===== config.mk =====
export PLATFORM = sky130hd
export DESIGN_NAME = regfile_pc
export DESIGN_NICKNAME = d
export VERILOG_FILES = /design/src/rtl/regfile_pc.sv
export SDC_FILE = /design/constraint.sdc
export NUM_CORES = 1
export LEC_CHECK = 0
export CORE_MARGIN = 8
export CORE_UTILIZATION = 54
export CTS_BUF_LIST = sky130_fd_sc_hd__clkbuf_8
export DETAILED_ROUTE_END_ITERATION = 10
export PLACE_DENSITY_LB_ADDON = 0.15
export SYNTH_ARGS = -nofsm -noshare
export SYNTH_HDL_FRONTEND = slang
export SYNTH_SLANG_ARGS = --single-unit

===== constraint.sdc =====
create_clock -name clk -period 1.98 [get_ports clk]
set_clock_uncertainty 0.15 [all_clocks]
set_input_delay 0.396 -clock clk [delete_from_list [all_inputs] [get_ports clk]]
set_output_delay 0.396 -clock clk [all_outputs]
set_load 0.1 [all_outputs]

===== src/rtl/regfile_pc.sv =====
// Register file of 2**ADDR n-bit registers; the top index is a PC that can self-increment.
// Two combinational read ports with optional write-to-read forwarding.
module regfile_pc #(
    parameter int n      = 16,
    parameter int ADDR   = 3,
    parameter int BYPASS = 0
) (
    input  logic            clk,
    input  logic            reset,
    input  logic [n-1:0]    in,
    input  logic            WE,
    input  logic [ADDR-1:0] waddr,
    input  logic            incr_pc,
    input  logic [ADDR-1:0] raddrA,
    input  logic [ADDR-1:0] raddrB,
    output logic [n-1:0]    outA,
    output logic [n-1:0]    outB,
    output logic [n-1:0]    pc
);

    localparam int              NREG   = 2 ** ADDR;
    localparam logic [ADDR-1:0] PC_IDX = '1;
    localparam logic [n-1:0]    ONE    = {{(n-1){1'b0}}, 1'b1};

    logic [n-1:0] r_regs [NREG];
    logic         w_pc_wr;

    // An explicit write to the PC overrides a same-cycle increment.
    assign w_pc_wr = WE && (waddr == PC_IDX);

    always_ff @(posedge clk) begin
        if (reset) begin
            for (int i = 0; i < NREG; i++) r_regs[i] <= '0;
        end else begin
            if (WE) r_regs[waddr] <= in;
            if (incr_pc && !w_pc_wr) r_regs[PC_IDX] <= r_regs[PC_IDX] + ONE;
        end
    end

    generate
        if (BYPASS != 0) begin : g_bypass
            // Only the write data is forwarded; the incremented PC never is.
            assign outA = (WE && (raddrA == waddr)) ? in : r_regs[raddrA];
            assign outB = (WE && (raddrB == waddr)) ? in : r_regs[raddrB];
        end else begin : g_nobypass
            assign outA = r_regs[raddrA];
            assign outB = r_regs[raddrB];
        end
    endgenerate

    assign pc = r_regs[PC_IDX];

endmodule


==> results of run 1 <==
stage by stage:
stage	hold slack, ps	std cells	setup TNS [ps]	instance area (um^2)
after global placement	650	738	-81680	9280
after CTS	598	776	-14100	9740
after global routing	605	779	-15290	9810
after detailed placement	686	738	-88880	9280
final	618	779	-14130	9810
after floorplan	433	460	-15580	7470
cells by family after synthesis:
kind of cell               after synthesis  share of synthesized area [%]
xor gates and xnor gates                14                           1.66
and+or+nand+nor                        174                           14.5
adders and majority gates                1                          0.169
muxes                                   96                           27.1
DFF                                    128                           52.0
AOI/OAI and AO/OA                       16                           1.15
buffers and inverters                   31                           3.43
cell usage after synthesis (3+ instances only):
master	instances	share of area, %
edfxtp_1	128	52
buf_12	6	1.6
o21ai_0	11	0.74
and2_1	112	9.5
xnor2_1	10	1.2
clkbuf_2	5	0.34
buf_2	3	0.20
mux4_1	54	19
clkbuf_1	3	0.15
nor2_4	3	0.46
nor4_1	4	0.34
nor2_1	5	0.25
nand2_1	21	1.1
mux2_2	32	4.9
or2_2	7	0.59
mux4_2	10	3.0
nand3_1	4	0.27
nand4_1	4	0.34
xor2_1	4	0.47
nor3_1	4	0.27
buf_1	8	0.41
o21ai_1	4	0.27
buf_6	4	0.61
power breakdown:
part	switching [uW]	leakage, uW	internal, uW
sequential	109	0.00125	3160
clock	1130	0.000191	1130
combinational	1480	0.00222	1050
total	2720	0.00366	5340
path summary, 6_finish.rpt:
check / startpoint / endpoint / slack (ps) / cells past startpoint
min reg2reg: r_regs[7][0] / r_regs[7][0] / 700 / 2
max: r_regs[7][6] / outB[6] / -500 / 3
max reg2reg: r_regs[7][6] / r_regs[7][10] / 40 / 7
min: incr_pc / r_regs[7][1] / 620 / 2
per-layer routing:
metal  share of wire, %  up-vias
li1                   -     2060
met1                 40     2444
met2                 50      277
met3                8.3       33
met4                1.9        0
met5                  0        -
layout by cell type (no fill, tap or decap), types with 4 or more instances in the layout:
master,count
mux2_4,32
nor3_2,4
edfxtp_1,128
and2_1,112
nor2_1,4
buf_4,44
buf_12,64
o21ai_1,8
inv_6,5
o21ai_0,7
or2_2,4
mux4_1,12
clkdlybuf4s50_1,24
xnor2_1,10
xor2_1,4
clkbuf_8,17
nand4_1,4
mux4_2,52
nand2_1,21
final cells by class:
type	count	area (um^2)	share of cell area, %
sequential	128	3840	39.2
multi-input combinational	301	3340	34.1
timing repair buffer	140	2000	20.4
clock buffer	17	234	2.39
tap	176	220	2.25
clock inverter	15	158	1.61
inverter	2	7.51	0.0766
worst register-to-register path: stages, from the launching register on:
cell	delay, ps
edfxtp_1	470
buf_4	150
buf_4	140
nand4_4	160
buf_4	200
nor3_2	180
xnor2_1	160
o21ai_1	90
repair_timing:
action,CTS,global route
resized for setup,20,18
cloned,3,0
setup endpoints to repair,32,89
pin swaps,0,4
setup buffers,3,3
==> impl_results.md, run 1 <==
- Via count of the first global-routing pass: 4968
- Wire length of the first global-routing pass: 30900 um
- Yosys warns: 0
- Total of flip-flops plus latches after synthesis: 128
- Period Utilization, post-route: 125%
- Worst-path fanout max: 3
- Number of distinct standard cells referenced by the synthesized netlist: 34
- Max stage delay cell, worst path: mux4_2
- Antenna-violating nets left: 0
- Cell family contributing the most delay on the critical path: multiplexers
- Total power: 8060 uW
- Max-slew violation count: 0
- Reg clk slew, reported paths: 80 ps
- Biggest regs: r_regs x128
- Number of vias after detailed routing: 4814
- Clock Path Buffers: 2
- Largest stage delay on the critical path: 530 ps
- Critical path start-end classification: reg -> out
- Data arrival time at the worst-slack endpoint: 1940 ps
- Power density cells: 822 nW/um^2
- Count of input and output buffers: 76
- Core Area: 13300 um^2
- Filler instances: 819
- Placement row count: 42
- Result of the run: finished, violations left
- Fraction of layout instances using a drive strength above 1: 42.3%
- Synthesis-to-layout area growth: 32.6%
- Mean cell area of the mapped netlist: 16.1 um^2
- Drt initial violations: 549
- Least-Margin Pin Slew: 403 ps
- Global Route met1 Usage: 30.5%
- Mapped Area: 7390 um^2
- List of cells traversed by the critical path: mux4_2 -> mux2_4 -> buf_12
- Clock sink total: 128
- DIE AREA: 17700 um^2
- Post-layout util: 73.8%
- Routed Wire Length: 20700 um
- Cell count after synthesis: 460
- Total global-route track usage: 23.8%
- Htree depth: 4
- Endpoint type of the worst setup path: primary output
- Nature of the critical path startpoint: flip-flop
- TritonCTS clock tree: built
- Height of the die: 133 um
- Antenna fix cells: 0
- Failing checks: setup timing
- Setup repair after global routing missed its margin: true
- Critical path buffer and inverter count: 1
- Most heavily used metal layer in global routing: met2
- Number of nets in the layout: 620
- Share of flip-flops with an asynchronous set or reset: 0%
- Number of hold buffers added after CTS: 0
- Tmin final: 2480 ps
- Setup Viol. Count Final: 33
- Clock buffer count from CTS: 17
- Post-synth EDFFs: 128
- Per-cell via count in the routed design: 6.18
- Initial antenna violation count: 0
- Peak VDD IR: 458 uV
- Type of the tightest min-delay check: in -> reg
- Die X-Extent: 133 um
- Number of optimization iterations in the first detailed-route pass: 6
- Final routed wire length divided by cell count: 26.6 um
- Count of max-cap constraint violations: 0
- Buffer cell driving the clock tree root: clkbuf_8
- Clock Latency Late Sink: 440 ps
- Number of hold-slack violations in the final timing report: 0
- Residual DRC count: 0
- Largest Register: r_regs
- Endpoint required time on the critical path: 1430 ps
- Largest net degree at the start of global routing: 21
- Placer's final routability congestion estimate: 0.798
- Residual overflow from global routing: 0
- Final setup slack of the worst path: -501 ps
- Max_slew headroom: 73.1%
- Seq/Total Area, Yosys: 52.0%
- Number of top-level pins: 77
- Highest clock frequency the design can meet: 0.403 GHz
- Half-perimeter wire length of the detailed placement result: 14400 um
- Routing usage on met2: 39.4%
- Max FFs per register: 128
- Number of nets in the synthesized netlist: 490
- Worst setup timing slack at the placement stage: -581 ps
- Most used DFF post-synth: edfxtp_1
- Leakage: 0.00366 uW
- Starting density of the core: 55.6%
- Met3 layer usage reported by global route: 4.77%
(Power assumes the default switching activity.)
==> inputs of run 2 (changes only) <==
--- a/config.mk
+++ b/config.mk
@@ -5,8 +5,10 @@
 export SDC_FILE = /design/constraint.sdc
 export NUM_CORES = 1
 export LEC_CHECK = 0
+export CELL_PAD_IN_SITES_DETAIL_PLACEMENT = 2
+export CELL_PAD_IN_SITES_GLOBAL_PLACEMENT = 2
 export CORE_MARGIN = 8
-export CORE_UTILIZATION = 54
+export CORE_UTILIZATION = 39
 export CTS_BUF_LIST = sky130_fd_sc_hd__clkbuf_8
 export DETAILED_ROUTE_END_ITERATION = 10
 export PLACE_DENSITY_LB_ADDON = 0.15
==> constraint.sdc (replaced) <==
create_clock -name clk -period 1.98 [get_ports clk]
set_clock_uncertainty 0.15 [all_clocks]
set_input_delay 0.396 -clock clk [delete_from_list [all_inputs] [get_ports clk]]
set_output_delay 0.396 -clock clk [all_outputs]
set_load 0.005 [all_outputs]
==> impl_results.md, run 2 (synthesis gave the netlist of run 1 again) <==
- Most used cells in the layout excluding fill and tap cells: edfxtp_1 (128), and2_1 (112), buf_6 (57)
- Antenna fix cells: 0
- Tmin final: 2500 ps
- Placement row count: 50
- Synthesis-to-layout area growth: 31.0%
- Number of top-level pins: 77
- Final setup slack of the worst path: -524 ps
- Cell area after layout: 9690 um^2
- Startpoint of the lowest-slack hold path: incr_pc
- Clock buffer count from CTS: 17
- Min-Delay Endpoint: r_regs[7][1]
- Net Switching: 1810 uW
- Starting density of the core: 39.7%
- Buffer cell driving the clock tree root: clkbuf_8
- Total global-route track usage: 21.8%
- Number of nets in the layout: 651
- Flip-flop and latch area: 3840 um^2
- Clock Path Buffers: 2
- Biggest regs: r_regs x128
- Max FFs per register: 128
- Setup repair after global routing missed its margin: true
- Count of input and output buffers: 76
- TritonCTS clock tree: built
- Failing checks: setup timing
- Max-slew violation count: 0
- Placed cell count: 794
- Nature of the critical path startpoint: flip-flop
- Result of the run: finished, violations left
- Endpoint type of the worst setup path: primary output
- Half-perimeter wire length of the detailed placement result: 16600 um
- Placer's final routability congestion estimate: 0.743
- Number of optimization iterations in the first detailed-route pass: 4
- Max_slew headroom: 65.6%
- Count of max-cap constraint violations: 0
- Final routed wire length divided by cell count: 29.0 um
- Placed Area: 8800 um^2
- Least-Margin Pin Slew: 515 ps
- Highest clock frequency the design can meet: 0.399 GHz
- Capturing point of the worst reg2reg path: r_regs[7][13]
- Leakage: 0.00372 uW
- Endpoint required time on the critical path: 1430 ps
- Drt initial violations: 291
- Fraction of layout instances using a drive strength above 1: 44.8%
- Most common library cell in the layout ignoring fill and taps: edfxtp_1
- Via count of the first global-routing pass: 5783
- Power density cells: 726 nW/um^2
- Number of cell instances on the worst register-to-register path: 7
- Setup Viol. Count Final: 34
- Initial antenna violation count: 0
- Filler instances: 1706
- Core Area: 18600 um^2
- Largest net degree at the start of global routing: 18
- Net Sw Frac: 25.7%
- Number of cells traversed by the worst hold path: 2
- Cell-internal power: 5230 uW
- Antenna-violating nets left: 0
- Portion of total power attributed to the clock network: 32.6%
- Final cell count without fillers: 866
- Period Utilization, post-route: 126%
- Clock Latency Late Sink: 450 ps
- Number of hold-slack violations in the final timing report: 0
- Number of hold buffers added after CTS: 0
- Peak VDD IR: 321 uV
- DIE AREA: 23600 um^2
- Share of total power in combinational logic: 20.9%
- Reg power frac: 46.6%
- Data arrival time at the worst-slack endpoint: 1960 ps
- Htree depth: 4
- Reg clk slew, reported paths: 80 ps
- Residual overflow from global routing: 0
- Largest Register: r_regs
- Residual DRC count: 0
- Worst-path fanout max: 3
- Number of vias after detailed routing: 4928
- Wire length of the first global-routing pass: 37700 um
- Startpoint of the worst register-to-register path: r_regs[7][10]
- Routed Wire Length: 25100 um
- Height of the die: 154 um
- Clock sink total: 128
- Die X-Extent: 154 um
- Type of the tightest min-delay check: in -> reg
- Multi-input gate area in the final layout: 3360 um^2
- Reg2reg setup slack: -10 ps
- Per-cell via count in the routed design: 5.69
- Critical path start-end classification: reg -> out
run 2: changes by cell type in the layout (fill, tap and decap cells not counted), sizes merged:
cell and delta:
clkdlybuf4s15 +1, buf +22, clkinv +1, inv -4, bufinv +1, clkbuf +6, dlygate4sd2 +2
run 2: through the flow:
step	setup slack [ps]	hold WS (ps)	power [uW]	util, %	TNS (ps)
floorplan	0.951	433	3840	-	0
global placement	-879	624	4500	47.2	-69330
detailed placement	-899	652	4560	47.2	-80300
CTS	-542	565	7030	51.4	-14410
global route	-577	582	7260	52.0	-16340
finish	-524	585	7040	52.0	-13840
run 2: worst max-delay path, cell delays in order, from the launching register on:
cell and delay [ps]:
edfxtp_1 450, buf_4 160, mux4_2 490, mux2_4 280
buf_6 120
run 2: routing by layer:
metal | global-route usage, % | part of all wire [%] | wire length [um] | up-vias
met3 | 4.51 | 4.9 | 1220 | 36
met1 | 24.6 | 38 | 9640 | 2614
met5 | 0 | 0 | 0 | -
li1 | - | - | - | 2103
met2 | 40.0 | 55 | 13700 | 175
met4 | 7.56 | 2.2 | 552 | 0
run 2: worst max-delay path by stage:
stage / from / endpoint / slack (ps) / cells after the start
final: r_regs[7][10] / outA[10] / -520 / 4
after global routing: r_regs[7][10] / outA[10] / -580 / 4
after CTS: r_regs[7][10] / outA[10] / -540 / 4
after detailed placement: raddrA[1] / outA[5] / -900 / 5
after global placement: raddrB[1] / outB[14] / -880 / 5
after floorplan: raddrA[0] / outA[10] / 1 / 4
run 2: layout make-up:
type | instances | area share (%)
repair buffers | 171 | 18.6
clock inverters | 13 | 1.54
multi-input cells | 301 | 34.7
flip-flops and latches | 128 | 39.7
clock buffers | 17 | 2.41
inverters | 2 | 0.0775
well taps | 234 | 3.02
run 2: repair_timing:
item / 4_1_cts / 5_1_grt
pin swaps: 1 / 18
buffers inserted: 38 / 15
endpoints found under the hold margin: 0 / 0
endpoints found under the setup margin: 51 / 54
gates cloned: 2 / 0
resized for setup: 301 / 33
run 2: power by group through the flow:
stage	combinational (uW)	clock [uW]	sequential, uW
4_1_cts	1460	2300	3270
3_3_place_gp	1200	0	3300
6_report	1470	2290	3280
3_5_place_dp	1230	0	3330
2_1_floorplan	557	0	3290
5_1_grt	1550	2420	3290
==> inputs of run 3 (changes only) <==
--- a/config.mk
+++ b/config.mk
@@ -10,8 +10,11 @@
 export CORE_MARGIN = 8
 export CORE_UTILIZATION = 39
 export CTS_BUF_LIST = sky130_fd_sc_hd__clkbuf_8
+export CTS_CLUSTER_SIZE = 30
 export DETAILED_ROUTE_END_ITERATION = 10
+export HOLD_SLACK_MARGIN = 0.1
 export PLACE_DENSITY_LB_ADDON = 0.15
+export SETUP_SLACK_MARGIN = 0.02
 export SYNTH_ARGS = -nofsm -noshare
 export SYNTH_HDL_FRONTEND = slang
 export SYNTH_SLANG_ARGS = --single-unit
==> impl_results.md, run 3 (synthesis gave the netlist of run 1 again) <==
- Placement row count: 50
- Setup Viol. Count Final: 35
- Residual DRC count: 0
- Most used cells in the layout excluding fill and tap cells: edfxtp_1 (128), and2_1 (112), buf_6 (59)
- Sum of negative setup slack: -14290 ps
- Nature of the critical path startpoint: flip-flop
- Routed wl met2: 13600 um
- Length of routed met3 wiring: 1080 um
- Worst setup timing slack at the placement stage: -950 ps
- Height of the die: 154 um
- Biggest regs: r_regs x128
- Clock Latency Late Sink: 440 ps
- Filler instances: 1656
- Number of cells traversed by the worst hold path: 2
- Core Area: 18600 um^2
- Launch point of the critical path: r_regs[7][3]
- Via count of the first global-routing pass: 5528
- Number of vias after detailed routing: 5025
- Per-cell via count in the routed design: 5.76
- Htree depth: 4
- Residual overflow from global routing: 0
- Clock sink total: 128
- Final setup slack of the worst path: -556 ps
- Critical path start-end classification: reg -> out
- Capturing point of the worst reg2reg path: r_regs[7][13]
- Final routed wire length divided by cell count: 30.4 um
- Data arrival time at the worst-slack endpoint: 1990 ps
- Wire length of the first global-routing pass: 38400 um
- Largest net degree at the start of global routing: 18
- Number of cell instances on the worst register-to-register path: 8
- Count of max-cap constraint violations: 0
- Highest clock frequency the design can meet: 0.394 GHz
- Type of the tightest min-delay check: in -> reg
- Startpoint of the worst register-to-register path: r_regs[7][11]
- Total routed wire length on the met1 layer: 11400 um
- Clock Path Buffers: 2
- Max_slew headroom: 62.6%
- Endpoint type of the worst setup path: primary output
- Die X-Extent: 154 um
- Drt initial violations: 524
- Placer's final routability congestion estimate: 0.790
- Clock buffer count from CTS: 17
- Number of hold buffers added after CTS: 0
- Routed Wire Length: 26500 um
- Buffer cell driving the clock tree root: clkbuf_8
- Cell area after layout: 9870 um^2
- Power density cells: 736 nW/um^2
- Fraction of layout instances using a drive strength above 1: 45.1%
- Top layer in use: met4
- Least-Margin Pin Slew: 561 ps
- DIE AREA: 23600 um^2
- TritonCTS clock tree: built
- Setup repair after global routing missed its margin: true
- Tmin final: 2540 ps
- Total power: 7270 uW
- Reg clk slew, reported paths: 80 ps
- Placed Area: 8870 um^2
- Leakage: 0.00382 uW
- Max-slew violation count: 0
- Peak VDD IR: 423 uV
- Half-perimeter wire length of the detailed placement result: 17600 um
- Number of top-level pins: 77
- Endpoint of the most critical setup path: outA[3]
- Endpoint required time on the critical path: 1430 ps
- Max FFs per register: 128
- Number of nets in the layout: 657
- Largest Register: r_regs
- Antenna-violating nets left: 0
- Number of hold-slack violations in the final timing report: 0
- Number of optimization iterations in the first detailed-route pass: 5
- Worst-path fanout max: 2
- Startpoint of the lowest-slack hold path: incr_pc
- Starting density of the core: 39.7%
- Most common library cell in the layout ignoring fill and taps: edfxtp_1
- Total global-route track usage: 22.4%
- Result of the run: finished, violations left
- Antenna fix cells: 0
- Synthesis-to-layout area growth: 33.5%
- Period Utilization, post-route: 128%
- Initial antenna violation count: 0
- Reg2reg setup slack: -100 ps
- Count of input and output buffers: 76
- Failing checks: setup timing
- Post-layout util: 53.0%
## run 3: changes by cell type in the layout (fill, tap and decap cells not counted), sizes merged
cell	before	now
buf	134	136
bufinv	3	4
clkbuf	23	21
clkdlybuf4s15	2	8
clkinv	6	5
clkinvlp	3	4
## run 3: layout make-up
type,count,area [um^2],area share [%]
Inverter,2,7.51,0.0760
Clock buffer,17,234,2.37
Multi-Input combinational cell,301,3400,34.5
Timing Repair Buffer,177,1900,19.2
Sequential cell,128,3840,38.9
Clock inverter,14,191,1.94
Tap cell,234,293,2.97
## run 3: metal layers
metal | global-route usage [%] | vias to the layer above
li1 | - | 2119
met1 | 29.2 | 2711
met2 | 38.2 | 168
met3 | 3.48 | 27
met4 | 6.25 | 0
met5 | 0 | -
## run 3: worst min path at each step
stage	end
after CTS	r_regs[7][1]
after global routing	r_regs[7][1]
after global placement	r_regs[7][15]
after detailed placement	r_regs[7][15]
after floorplan	r_regs[7][0]
final	r_regs[7][1]
## run 3: metrics by stage
| stage | cells | hold WS [ps] |
|---|---|---|
| after floorplan | 460 | 433 |
| after global placement | 799 | 631 |
| after detailed placement | 799 | 655 |
| after CTS | 859 | 594 |
| after global routing | 873 | 661 |
| final | 873 | 670 |
## run 3: what timing repair did
item,CTS,global route
resized for setup,258,47
cloned,2,0
setup endpoints to repair,51,48
pin swaps,4,18
buffers inserted,29,22
## run 3: power by group
group / total, uW / switching [uW] / leakage (uW) / internal, uW
logic: 1510 / 644 / 0.00237 / 862
clock network: 2480 / 1110 / 0.000204 / 1360
registers: 3290 / 126 / 0.00125 / 3160
## run 3: critical path, cell delays in order, from the launching register on
cell,delay [ps]
edfxtp_1,430
buf_4,160
buf_6,110
mux4_2,450
mux2_4,280
buf_6,120
